## src/rtl/lif_pkg.sv

```systemverilog
// Shared types, default sizing and the saturation helper for the LIF sweep controller.
package lif_pkg;

  typedef enum logic [1:0] {
    ST_IDLE,
    ST_INIT,
    ST_RUN,
    ST_FINISH
  } state_t;

  localparam int unsigned DEF_NUM_NEURONS   = 128;
  localparam int unsigned DEF_VMEM_WIDTH    = 16;
  localparam int unsigned DEF_REF_CTR_WIDTH = 4;
  localparam int unsigned AW                = $clog2(DEF_NUM_NEURONS);
  localparam int unsigned STATE_WIDTH       = DEF_VMEM_WIDTH + DEF_REF_CTR_WIDTH;

  // Clamp a sign-extended value to the signed range of a w-bit word.
  function automatic logic signed [31:0] saturate(input logic signed [31:0] v,
                                                  input int unsigned        w);
    logic signed [31:0] hi;
    logic signed [31:0] lo;
    hi = (32'sd1 <<< (w - 1)) - 32'sd1;
    lo = -(32'sd1 <<< (w - 1));
    if (v > hi)      return hi;
    else if (v < lo) return lo;
    else             return v;
  endfunction

endpackage

```

## src/rtl/lif_sweep_controller_spike_fifo.sv

```systemverilog
// Synchronous spike-id FIFO with occupancy count; head output forced to zero when empty.
module spike_fifo
  import lif_pkg::*;
#(
  parameter int unsigned DEPTH = 8,
  parameter int unsigned WIDTH = AW,
  localparam int unsigned PW   = $clog2(DEPTH),
  localparam int unsigned CW   = PW + 1
) (
  input  logic             clk,
  input  logic             rst_n,
  input  logic             push,
  input  logic [WIDTH-1:0] din,
  input  logic             ready,
  output logic             valid,
  output logic [WIDTH-1:0] dout,
  output logic [CW-1:0]    count
);

  logic [WIDTH-1:0] mem [DEPTH];
  logic [PW-1:0]    wr_ptr;
  logic [PW-1:0]    rd_ptr;
  logic             full;
  logic             do_pop;
  logic             wr_ok;

  assign valid  = (count != '0);
  assign full   = (32'(count) == DEPTH);
  assign do_pop = valid && ready;
  assign wr_ok  = push && (!full || do_pop);
  assign dout   = valid ? mem[rd_ptr] : '0;

  always_ff @(posedge clk) begin
    if (wr_ok) mem[wr_ptr] <= din;
  end

  always_ff @(posedge clk or negedge rst_n) begin
    if (!rst_n) begin
      wr_ptr <= '0;
      rd_ptr <= '0;
      count  <= '0;
    end else begin
      if (wr_ok)  wr_ptr <= wr_ptr + PW'(1);
      if (do_pop) rd_ptr <= rd_ptr + PW'(1);
      case ({wr_ok, do_pop})
        2'b10:   count <= count + CW'(1);
        2'b01:   count <= count - CW'(1);
        default: count <= count;
      endcase
    end
  end

  always_ff @(posedge clk) begin
    if (rst_n) assert (!(push && full && !do_pop));
  end

endmodule

```

## src/rtl/lif_sweep_controller.sv

```systemverilog
// TDM leak/integrate/fire sweep over a neuron state LUTRAM with a queued spike output.
module lif_sweep_controller
  import lif_pkg::*;
#(
  parameter int unsigned                  NUM_NEURONS    = DEF_NUM_NEURONS,
  parameter int unsigned                  VMEM_WIDTH     = DEF_VMEM_WIDTH,
  parameter int unsigned                  REF_CTR_WIDTH  = DEF_REF_CTR_WIDTH,
  parameter int unsigned                  LEAK_SHIFT     = 4,
  parameter int unsigned                  REF_PERIOD     = 2,
  parameter logic signed [VMEM_WIDTH-1:0] V_RESET        = '0,
  parameter int unsigned                  SPK_FIFO_DEPTH = 8,
  parameter int unsigned                  ADDR_W         = $clog2(NUM_NEURONS)
) (
  input  logic                            clk,
  input  logic                            rst_n,
  input  logic                            i_init,
  input  logic                            i_tick,
  input  logic signed [VMEM_WIDTH-1:0]    i_threshold,
  output logic                            o_busy,
  output logic                            o_done,
  output logic                            o_tick_drop,
  output logic [ADDR_W-1:0]               o_rd_addr,
  input  logic signed [VMEM_WIDTH-1:0]    i_vmem,
  input  logic [REF_CTR_WIDTH-1:0]        i_ref_ctr,
  input  logic signed [VMEM_WIDTH-1:0]    i_cur,
  output logic                            o_wr_en,
  output logic [ADDR_W-1:0]               o_wr_addr,
  output logic signed [VMEM_WIDTH-1:0]    o_vmem,
  output logic [REF_CTR_WIDTH-1:0]        o_ref_ctr,
  output logic                            o_spike_valid,
  output logic [ADDR_W-1:0]               o_spike_id,
  input  logic                            i_spike_ready
);

  localparam int unsigned CNT_W = $clog2(SPK_FIFO_DEPTH) + 1;

  state_t                        state;
  state_t                        state_nxt;
  logic [ADDR_W:0]               idx;
  logic                          s1_valid;
  logic [ADDR_W-1:0]             s1_addr;
  logic signed [VMEM_WIDTH-1:0]  threshold;
  logic [CNT_W-1:0]              fifo_count;
  logic                          issue;
  logic                          in_ref;
  logic                          fire;
  logic                          spike;
  logic signed [VMEM_WIDTH-1:0]  leak;
  logic signed [VMEM_WIDTH+1:0]  v_sum;
  logic signed [VMEM_WIDTH-1:0]  v_sat;

  // Counting the in-flight S1 neuron reserves its FIFO slot, so S1 never has to stall.
  assign issue = (state == ST_RUN) && (32'(idx) < NUM_NEURONS) &&
                 ((32'(fifo_count) + 32'(s1_valid)) < SPK_FIFO_DEPTH);

  always_comb begin
    state_nxt   = state;
    o_done      = 1'b0;
    o_tick_drop = 1'b0;
    case (state)
      ST_IDLE: begin
        o_tick_drop = i_tick && i_init;
        if (i_init)      state_nxt = ST_INIT;
        else if (i_tick) state_nxt = ST_RUN;
      end
      ST_INIT: begin
        o_tick_drop = i_tick;
        if (32'(idx) == NUM_NEURONS - 1) state_nxt = ST_FINISH;
      end
      ST_RUN: begin
        o_tick_drop = i_tick;
        if (32'(idx) == NUM_NEURONS && !s1_valid) state_nxt = ST_FINISH;
      end
      ST_FINISH: begin
        o_tick_drop = i_tick;
        o_done      = 1'b1;
        state_nxt   = ST_IDLE;
      end
      default: state_nxt = ST_IDLE;
    endcase
  end

  always_ff @(posedge clk or negedge rst_n) begin
    if (!rst_n) begin
      state     <= ST_IDLE;
      idx       <= '0;
      s1_valid  <= 1'b0;
      s1_addr   <= '0;
      threshold <= '0;
    end else begin
      state    <= state_nxt;
      s1_valid <= issue;
      if (issue) s1_addr <= idx[ADDR_W-1:0];
      case (state)
        ST_IDLE: begin
          idx <= '0;
          if (!i_init && i_tick) threshold <= i_threshold;
        end
        ST_INIT: idx <= idx + (ADDR_W + 1)'(1);
        ST_RUN:  if (issue) idx <= idx + (ADDR_W + 1)'(1);
        default: idx <= idx;
      endcase
    end
  end

  assign o_busy    = (state == ST_INIT) || (state == ST_RUN);
  assign o_rd_addr = (state == ST_RUN) ? idx[ADDR_W-1:0] : '0;

  assign leak   = i_vmem >>> LEAK_SHIFT;
  assign v_sum  = {{2{i_vmem[VMEM_WIDTH-1]}}, i_vmem} - {{2{leak[VMEM_WIDTH-1]}}, leak}
                + {{2{i_cur[VMEM_WIDTH-1]}}, i_cur};
  assign v_sat  = VMEM_WIDTH'(saturate({{(30 - VMEM_WIDTH){v_sum[VMEM_WIDTH+1]}}, v_sum},
                                       VMEM_WIDTH));
  assign in_ref = (i_ref_ctr != '0);
  assign fire   = !in_ref && (v_sat >= threshold);
  assign spike  = s1_valid && fire;

  always_comb begin
    o_wr_en   = 1'b0;
    o_wr_addr = '0;
    o_vmem    = '0;
    o_ref_ctr = '0;
    if (state == ST_INIT) begin
      o_wr_en   = 1'b1;
      o_wr_addr = idx[ADDR_W-1:0];
      o_vmem    = V_RESET;
    end else if (s1_valid) begin
      o_wr_en   = 1'b1;
      o_wr_addr = s1_addr;
      if (in_ref) begin
        o_vmem    = V_RESET;
        o_ref_ctr = i_ref_ctr - REF_CTR_WIDTH'(1);
      end else if (fire) begin
        o_vmem    = V_RESET;
        o_ref_ctr = REF_CTR_WIDTH'(REF_PERIOD);
      end else begin
        o_vmem    = v_sat;
      end
    end
  end

  spike_fifo #(
    .DEPTH (SPK_FIFO_DEPTH),
    .WIDTH (ADDR_W)
  ) u_spike_fifo (
    .clk   (clk),
    .rst_n (rst_n),
    .push  (spike),
    .din   (s1_addr),
    .ready (i_spike_ready),
    .valid (o_spike_valid),
    .dout  (o_spike_id),
    .count (fifo_count)
  );

endmodule

```

## config.mk

```make
export PLATFORM = sky130hd
export DESIGN_NAME = lif_sweep_controller
export DESIGN_NICKNAME = d
export VERILOG_FILES = /design/src/rtl/lif_pkg.sv /design/src/rtl/lif_sweep_controller_spike_fifo.sv /design/src/rtl/lif_sweep_controller.sv
export SDC_FILE = /design/constraint.sdc
export NUM_CORES = 1
export LEC_CHECK = 0
export ABC_AREA = 1
export CAP_MARGIN = 20
export CELL_PAD_IN_SITES_DETAIL_PLACEMENT = 1
export CELL_PAD_IN_SITES_GLOBAL_PLACEMENT = 1
export CORE_UTILIZATION = 37
export CTS_CLUSTER_DIAMETER = 30
export DETAILED_ROUTE_END_ITERATION = 8
export PLACE_DENSITY = 0.77
export REMOVE_ABC_BUFFERS = 1
export SYNTH_ARGS = -nofsm -noshare
export SYNTH_HDL_FRONTEND = slang
export SYNTH_HIERARCHICAL = 1
export SYNTH_SLANG_ARGS = --single-unit
```

## constraint.sdc

```tcl
create_clock -name clk -period 6.7 [get_ports clk]
set_clock_uncertainty 0.15 [all_clocks]
set_input_delay 1.675 -clock clk [delete_from_list [all_inputs] [get_ports clk]]
set_output_delay 1.675 -clock clk [all_outputs]
set_load 0.02 [all_outputs]
```

## Word level (Yosys, flattened, before mapping)

Memory sizes are Yosys's and may differ from the RTL's.
Index checks and enable logic that the tools add are counted.

- $add $sub $neg: 9
- Magnitude comparators: 5
- Eq/ne operators: 12
- Muxes and demuxes: 28
- Reduce and logical (&&, ||, !) cells: 24

Operators with widths:

| kind | number |
|---|---|
| $mux 16 | 6 |
| $mux 7 | 4 |
| $pmux 8 s3 | 1 |
| $add 17x16->18 | 1 |
| $gt 18x16->1 const B | 1 |
| $lt 18x16->1 const B | 1 |
| $sub 16x12->17 | 1 |
| $ge 16x16->1 | 1 |
| $mux 4 | 3 |
| $mux 2 | 5 |
| $logic_and 1x1->1 | 9 |
| $add 8x1->8 const B | 1 |
| $eq 8x7->1 const B | 1 |
| $eq 8x8->1 const B | 1 |
| $lt 8x8->1 const B | 1 |
| $mux 8 | 1 |
| $pmux 2 s4 | 1 |
| $pmux 4 s2 | 1 |
| $reduce_bool 4->1 | 2 |
| $sub 4x1->4 const B | 2 |
| $add 3x1->3 const B | 2 |
| $eq 2x2->1 const B | 3 |
| $add 4x1->5 | 1 |
| $lt 5x4->1 const B | 1 |
| 16 further kinds | 27 |

- Register bits after elaboration: 44
- Bits in writable memories: 56
- Bits of input ports: 57
- Output and inout port bits: 46
- Logic and storage cells: 87
- Memories kept: 1

Memory list:

| memory | words | bits a word | read ports | clocked after memory_dff | wr ports | line | RTL |
|---|---|---|---|---|---|---|---|
| u_spike_fifo.mem | 8 | 7 | 1 | 0 | 1 | lif_sweep_controller_spike_fifo.sv:20 | `logic [WIDTH-1:0] mem [DEPTH];` |

## Depth between registers and ports, before layout

- Depth in word-level cells: 11
- Mapped depth: 39
- Gate-level depth less buffers: 37

## By module

Netlist, hierarchy kept.

By module, submodules not included:

| module | instances | cells each | area an instance (µm²) | sequential area each (µm²) |
|---|---|---|---|---|
| lif_sweep_controller | 1 | 591 | 3953.8 | 850.8 |
| spike_fifo | 1 | 247 | 2867.8 | 1931.9 |

## Least setup slack after synthesis

OpenSTA, ideal clock, no wires.

- Path kind: input port to output port
- Start: input port i_vmem[12]
- End: output port o_vmem[10]
- Arrival: 5.209 ns
- Required time: 4.875 ns
- Setup slack: -0.334 ns
- Cell stages on the path: 27
- Buffers on the path: 3
- Path through: inv_1 -> fa_1 -> inv_1 -> ha_1 -> nand2_1 -> nand2_1 -> o21bai_1 -> a21oi_1 -> nand2_1 -> nor2_2 -> inv_2 -> nand2_2 -> buf_6 -> buf_6 -> nand2_1 -> ha_1 -> nand2_1 -> nor2_1 -> nand2_1 -> nor2_1 -> nand2_1 -> nand3_1 -> nand2_1 -> nand2_1 -> nand3_2 -> buf_6 -> a21oi_1

- Word-level cells in the longest chain between the ends: 11
- Elaborated cells on any way between the ends: 12
- Classes of those cells: add/sub: 2; order compare: 3; mux: 6; reduce/logical: 1

Ends and longest elaborated chain:

| what | line | RTL |
|---|---|---|
| start: declaration | lif_sweep_controller.sv:23 | `input logic signed [VMEM_WIDTH-1:0] i_vmem,` |
| $sub 16x12->17 * | lif_sweep_controller.sv:110 | `assign v_sum = {{2{i_vmem[VMEM_WIDTH-1]}}, i_vmem} - {{2{leak[VMEM_WIDTH-1]}}, leak}` |
| $add 17x16->18 * | lif_sweep_controller.sv:111 | `+ {{2{i_cur[VMEM_WIDTH-1]}}, i_cur};` |
| $lt 18x16->1 | lif_pkg.sv:25 | `else if (v < lo) return lo;` |
| $mux 16 | lif_pkg.sv:25 |  |
| $mux 16 * | lif_pkg.sv:24 | `if (v > hi) return hi;` |
| $ge 16x16->1 | lif_sweep_controller.sv:115 | `assign fire = !in_ref && (v_sat >= threshold);` |
| $logic_and 1x1->1 | lif_sweep_controller.sv:115 |  |
| $mux 16 * | lif_sweep_controller.sv:133 | `end else if (fire) begin` |
| $mux 16 * | lif_sweep_controller.sv:130 | `if (in_ref) begin` |
| $mux 16 * | lif_sweep_controller.sv:127 | `end else if (s1_valid) begin` |
| $mux 16 * | lif_sweep_controller.sv:123 | `if (state == ST_INIT) begin` |
| end: declaration | lif_sweep_controller.sv:28 | `output logic signed [VMEM_WIDTH-1:0] o_vmem,` |

Mark *: on every way between the ends. The rest lies on a longest branch, timed or not.

## Worst setup path in the final report

- Start: input port i_cur[7]
- End: output port o_vmem[0]

- Word-level cells in the longest chain between the ends: 10
- Elaborated cells on any way between the ends: 11
- Classes of those cells: add/sub: 1; order compare: 3; mux: 6; reduce/logical: 1

Ends and longest elaborated chain:

| what | line | RTL |
|---|---|---|
| start: declaration | lif_sweep_controller.sv:25 | `input logic signed [VMEM_WIDTH-1:0] i_cur,` |
| $add 17x16->18 * | lif_sweep_controller.sv:111 |  |
| $lt 18x16->1 | lif_pkg.sv:25 |  |
| $mux 16 | lif_pkg.sv:25 |  |
| $mux 16 * | lif_pkg.sv:24 |  |
| $ge 16x16->1 | lif_sweep_controller.sv:115 |  |
| $logic_and 1x1->1 | lif_sweep_controller.sv:115 |  |
| $mux 16 * | lif_sweep_controller.sv:133 |  |
| $mux 16 * | lif_sweep_controller.sv:130 |  |
| $mux 16 * | lif_sweep_controller.sv:127 |  |
| $mux 16 * | lif_sweep_controller.sv:123 |  |

Marked as above.

==> flow_summary.ini <==
[run_status]
status = complete, but fails checks
failed_checks = negative setup slack

[sta]
worst_pin_slew_ns = 1.24
grt_setup_unrepaired = yes
fin_ws_ns = -1.23
finalSetupViolCount = 80
finalMaxSlewViolations = 0
fmax_mhz = 126
fin_crit_ns = 7.93
fin_crit_sh_pct = 118
hold_viol = 0
slew_headroom_pct = 16.8

[power_and_ir_drop]
p_int_uw = 2000
pwr-share-clk_pct = 14.6
vdd_drop_max_mv = 0.291
leakage_uw = 0.00512
p_seq_share_pct = 25.1
p_sw_uw = 1800
p_sw_share_pct = 47.3
cellPowerDensity_nw_per_um2 = 338
power.share.combinational_pct = 60.3

[place]
pre_cts_ws_ns = -2.04
place_area_sq_um = 8750
io_buffers = 102
place.gp.congestion = 0.815
dp_hpwl_um = 15500

[cells_and_area]
synthToLayoutAreaGrowth_pct = 64.8
fin_area_sq_um = 11200
diodes = 0
drive_gt1_share_pct = 44.5
fillCellCount = 1984
finalNetCount = 1214

[global_routing]
gr-usage-all-layers_pct = 30.3
grt_max_degree = 45
antenna_found_initial = 0
grt_overflow = 0
grt_pass1_wl_um = 42500
first_global_vias = 7548

[synthesis]
synthesis.instances = 838
syn_area_sq_um = 6820
synth_most_common_cell = nand2_1
ys.flop_type = edfxtp_1
ys.warnings.count = 6
yosys.area.top_type = edfxtp_1
synthTopCellsByArea = edfxtp_1 25%, dfrtp_1 16%, nand2_1 8.7%
yosys_register_bits = 100
yosysSeqAreaShare_pct = 40.8
yosysTopAreaCellShare_pct = 24.7
synth_edf_count = 56
postSynthAreaPerCell_sq_um = 8.14
synth_common_cells = 159 x nand2_1, 150 x inv_1, 106 x nor2_1
ys_async_sr_fraction_pct = 44.0
synth.distinct_cells = 40

[detailed_routing]
ant_nets = 0
initialDrtViolationCount = 532
finalWirelength_um = 36000
wl_per_cell_um = 27.1
drt-pass1-iter-count = 5
vias = 7695
drc = 0
via_per_inst = 5.79

[worst_setup_path]
crit_type = in2out
rr_startpoint = threshold[15]
cp_max_fo = 8
slowest_stage = fa_1
cp_common_cell = nand2_4
reg2reg_depth = 30
required_ns = 4.88
cp-end-kind = output pin
start_kind = input port
cp.arrival_ns = 6.10
crit_start = i_cur[7]
slowest_delay_ns = 0.52

[clock_tree]
insertion_delay_ns = 0.35
clkTransAtPathRegs_ns = 0.08
postCtsHoldBufs = 0
cts_sinks = 100
cts-htree-levels = 3
cts-root-buf = clkbuf_16
clk_path_buf_depth = 2
numCtsBuffers = 9
cts_tree = built

[die]
die-area_sq_um = 19000
core_sq_um = 18000
start_util_pct = 37.8
num_rows = 49
ios = 103
die_height_um = 138
fp.dieW_um = 138

[flow_run]
maxCapViolCount = 0

[worst_hold_path]
worst_hold_path_type = reg2reg
hold_start = threshold[1]
whs_path_depth = 2
-- repair_timing --
action                                  CTS  global route
cloned                                    2             0
endpoints found under the setup margin   79            79
gates resized for setup                 451           154
buffers inserted                         36            28
pin swaps                               116            82
-- layout by cell type, fill, tap and decap left out, drive strengths merged --
master         synthesis  layout
clkbuf                 6      13
o211ai                 2       2
dfrtp                 44      44
nand3b                 1       1
o21bai                 1       1
o21ai                 80      80
nor2                 113     113
mux2                   2       2
o22ai                  1       1
xnor2                  6       6
inv                  153     154
nor3                   9       9
nand4                  6       6
clkdlybuf4s50          0      54
ha                    47      47
fa                    16      16
clkdlybuf4s15          0       9
dlygate4sd2            0       6
nor3b                  3       3
nand2                170     171
buf                   14     193
a21oi                 64      64
xor2                  12      12
nand3                 30      31
or2                    1       1
clkinv                 0       1
o31ai                  1       1
edfxtp                56      56
clkinvlp               0       1
bufinv                 0       1
-- per-layer routing --
layer / routed length [um] / part of all wire (%) / vias to the layer above / global-route usage, %
li1: - / - / 3192 / -
met1: 13800 / 38 / 3868 / 35.9
met2: 17500 / 49 / 444 / 53.5
met3: 1970 / 5.5 / 191 / 4.53
met4: 2770 / 7.7 / 0 / 14.4
met5: 0 / 0 / - / 0
-- critical path: cells and delay by family --
kind,cells,cell delay [ns]
AO/OA/AOI/OAI,1,0.20
adder cells (fa/ha/maj),3,1.10
buffers and inverters,7,1.12
AND/OR/NAND/NOR,17,2.00
-- sequential cells by signal (all words and copies together), names as in the netlist --
| signal | count |
|---|---|
| s1_valid | 1 |
| threshold | 16 |
| u_spike_fifo/wr_ptr | 3 |
| u_spike_fifo/rd_ptr | 3 |
| u_spike_fifo/mem | 56 |
| s1_addr | 7 |
| idx | 8 |
| state | 2 |
| u_spike_fifo/count | 4 |
-- logic make-up (layout without fill, tap and decap cells) --
| logic type | count (synthesis) | in the layout | share of synthesized area, % |
|---|---|---|---|
| xor+xnor | 18 | 18 | 2.31 |
| fa+ha+maj | 63 | 63 | 13.3 |
| buf+inv | 173 | 432 | 10.5 |
| flops | 100 | 100 | 40.8 |
| compound gates | 149 | 149 | 11.4 |
| simple gates | 333 | 335 | 21.4 |
| mux | 2 | 2 | 0.330 |
-- layout make-up --
class	instances	area, sq um	share of cell area, %
Inverter	153	592	5.26
Sequential cell	100	2780	24.7
Clock inverter	4	57.6	0.512
Tap cell	229	287	2.55
Timing Repair Buffer	263	2470	21.9
Clock buffer	12	236	2.10
Multi-Input combinational cell	567	4820	42.9
-- power by group through the flow --
stage                     sequential [uW]  combinational, uW  clock (uW)
after floorplan                       861                796           0
after global placement                915               1320           0
after detailed placement              927               1380           0
after CTS                             915               1770         526
after global routing                  957               2380         575
final                                 953               2290         556
-- path summary, 6_finish.rpt --
| path | to | slack (ns) |
|---|---|---|
| max reg2reg | u_spike_fifo/count[3] | 2.11 |
| min in group asynchronous | u_spike_fifo/wr_ptr[1] | 1.20 |
| min | threshold[1] | 0.44 |
| max | o_vmem[0] | -1.23 |
| max in group asynchronous | threshold[10] | 4.64 |
| min reg2reg | threshold[1] | 0.44 |
-- metrics by stage --
| stage | cells | TNS (ns) | util [%] | hold slack (ns) | total power [uW] |
|---|---|---|---|---|---|
| 6_report | 1328 | -66.92 | 62.4 | 0.439 | 3800 |
| 5_1_grt | 1328 | -72.70 | 62.4 | 0.449 | 3910 |
| 4_1_cts | 1303 | -9.31 | 57.5 | 0.388 | 3210 |
| 3_5_place_dp | 1250 | -80.86 | 48.6 | 0.361 | 2300 |
| 3_3_place_gp | 1250 | -66.73 | 48.6 | 0.351 | 2240 |
| 2_1_floorplan | 818 | -5.70 | - | 0.335 | 1660 |
Note: power is estimated with default switching activity, not from simulation.
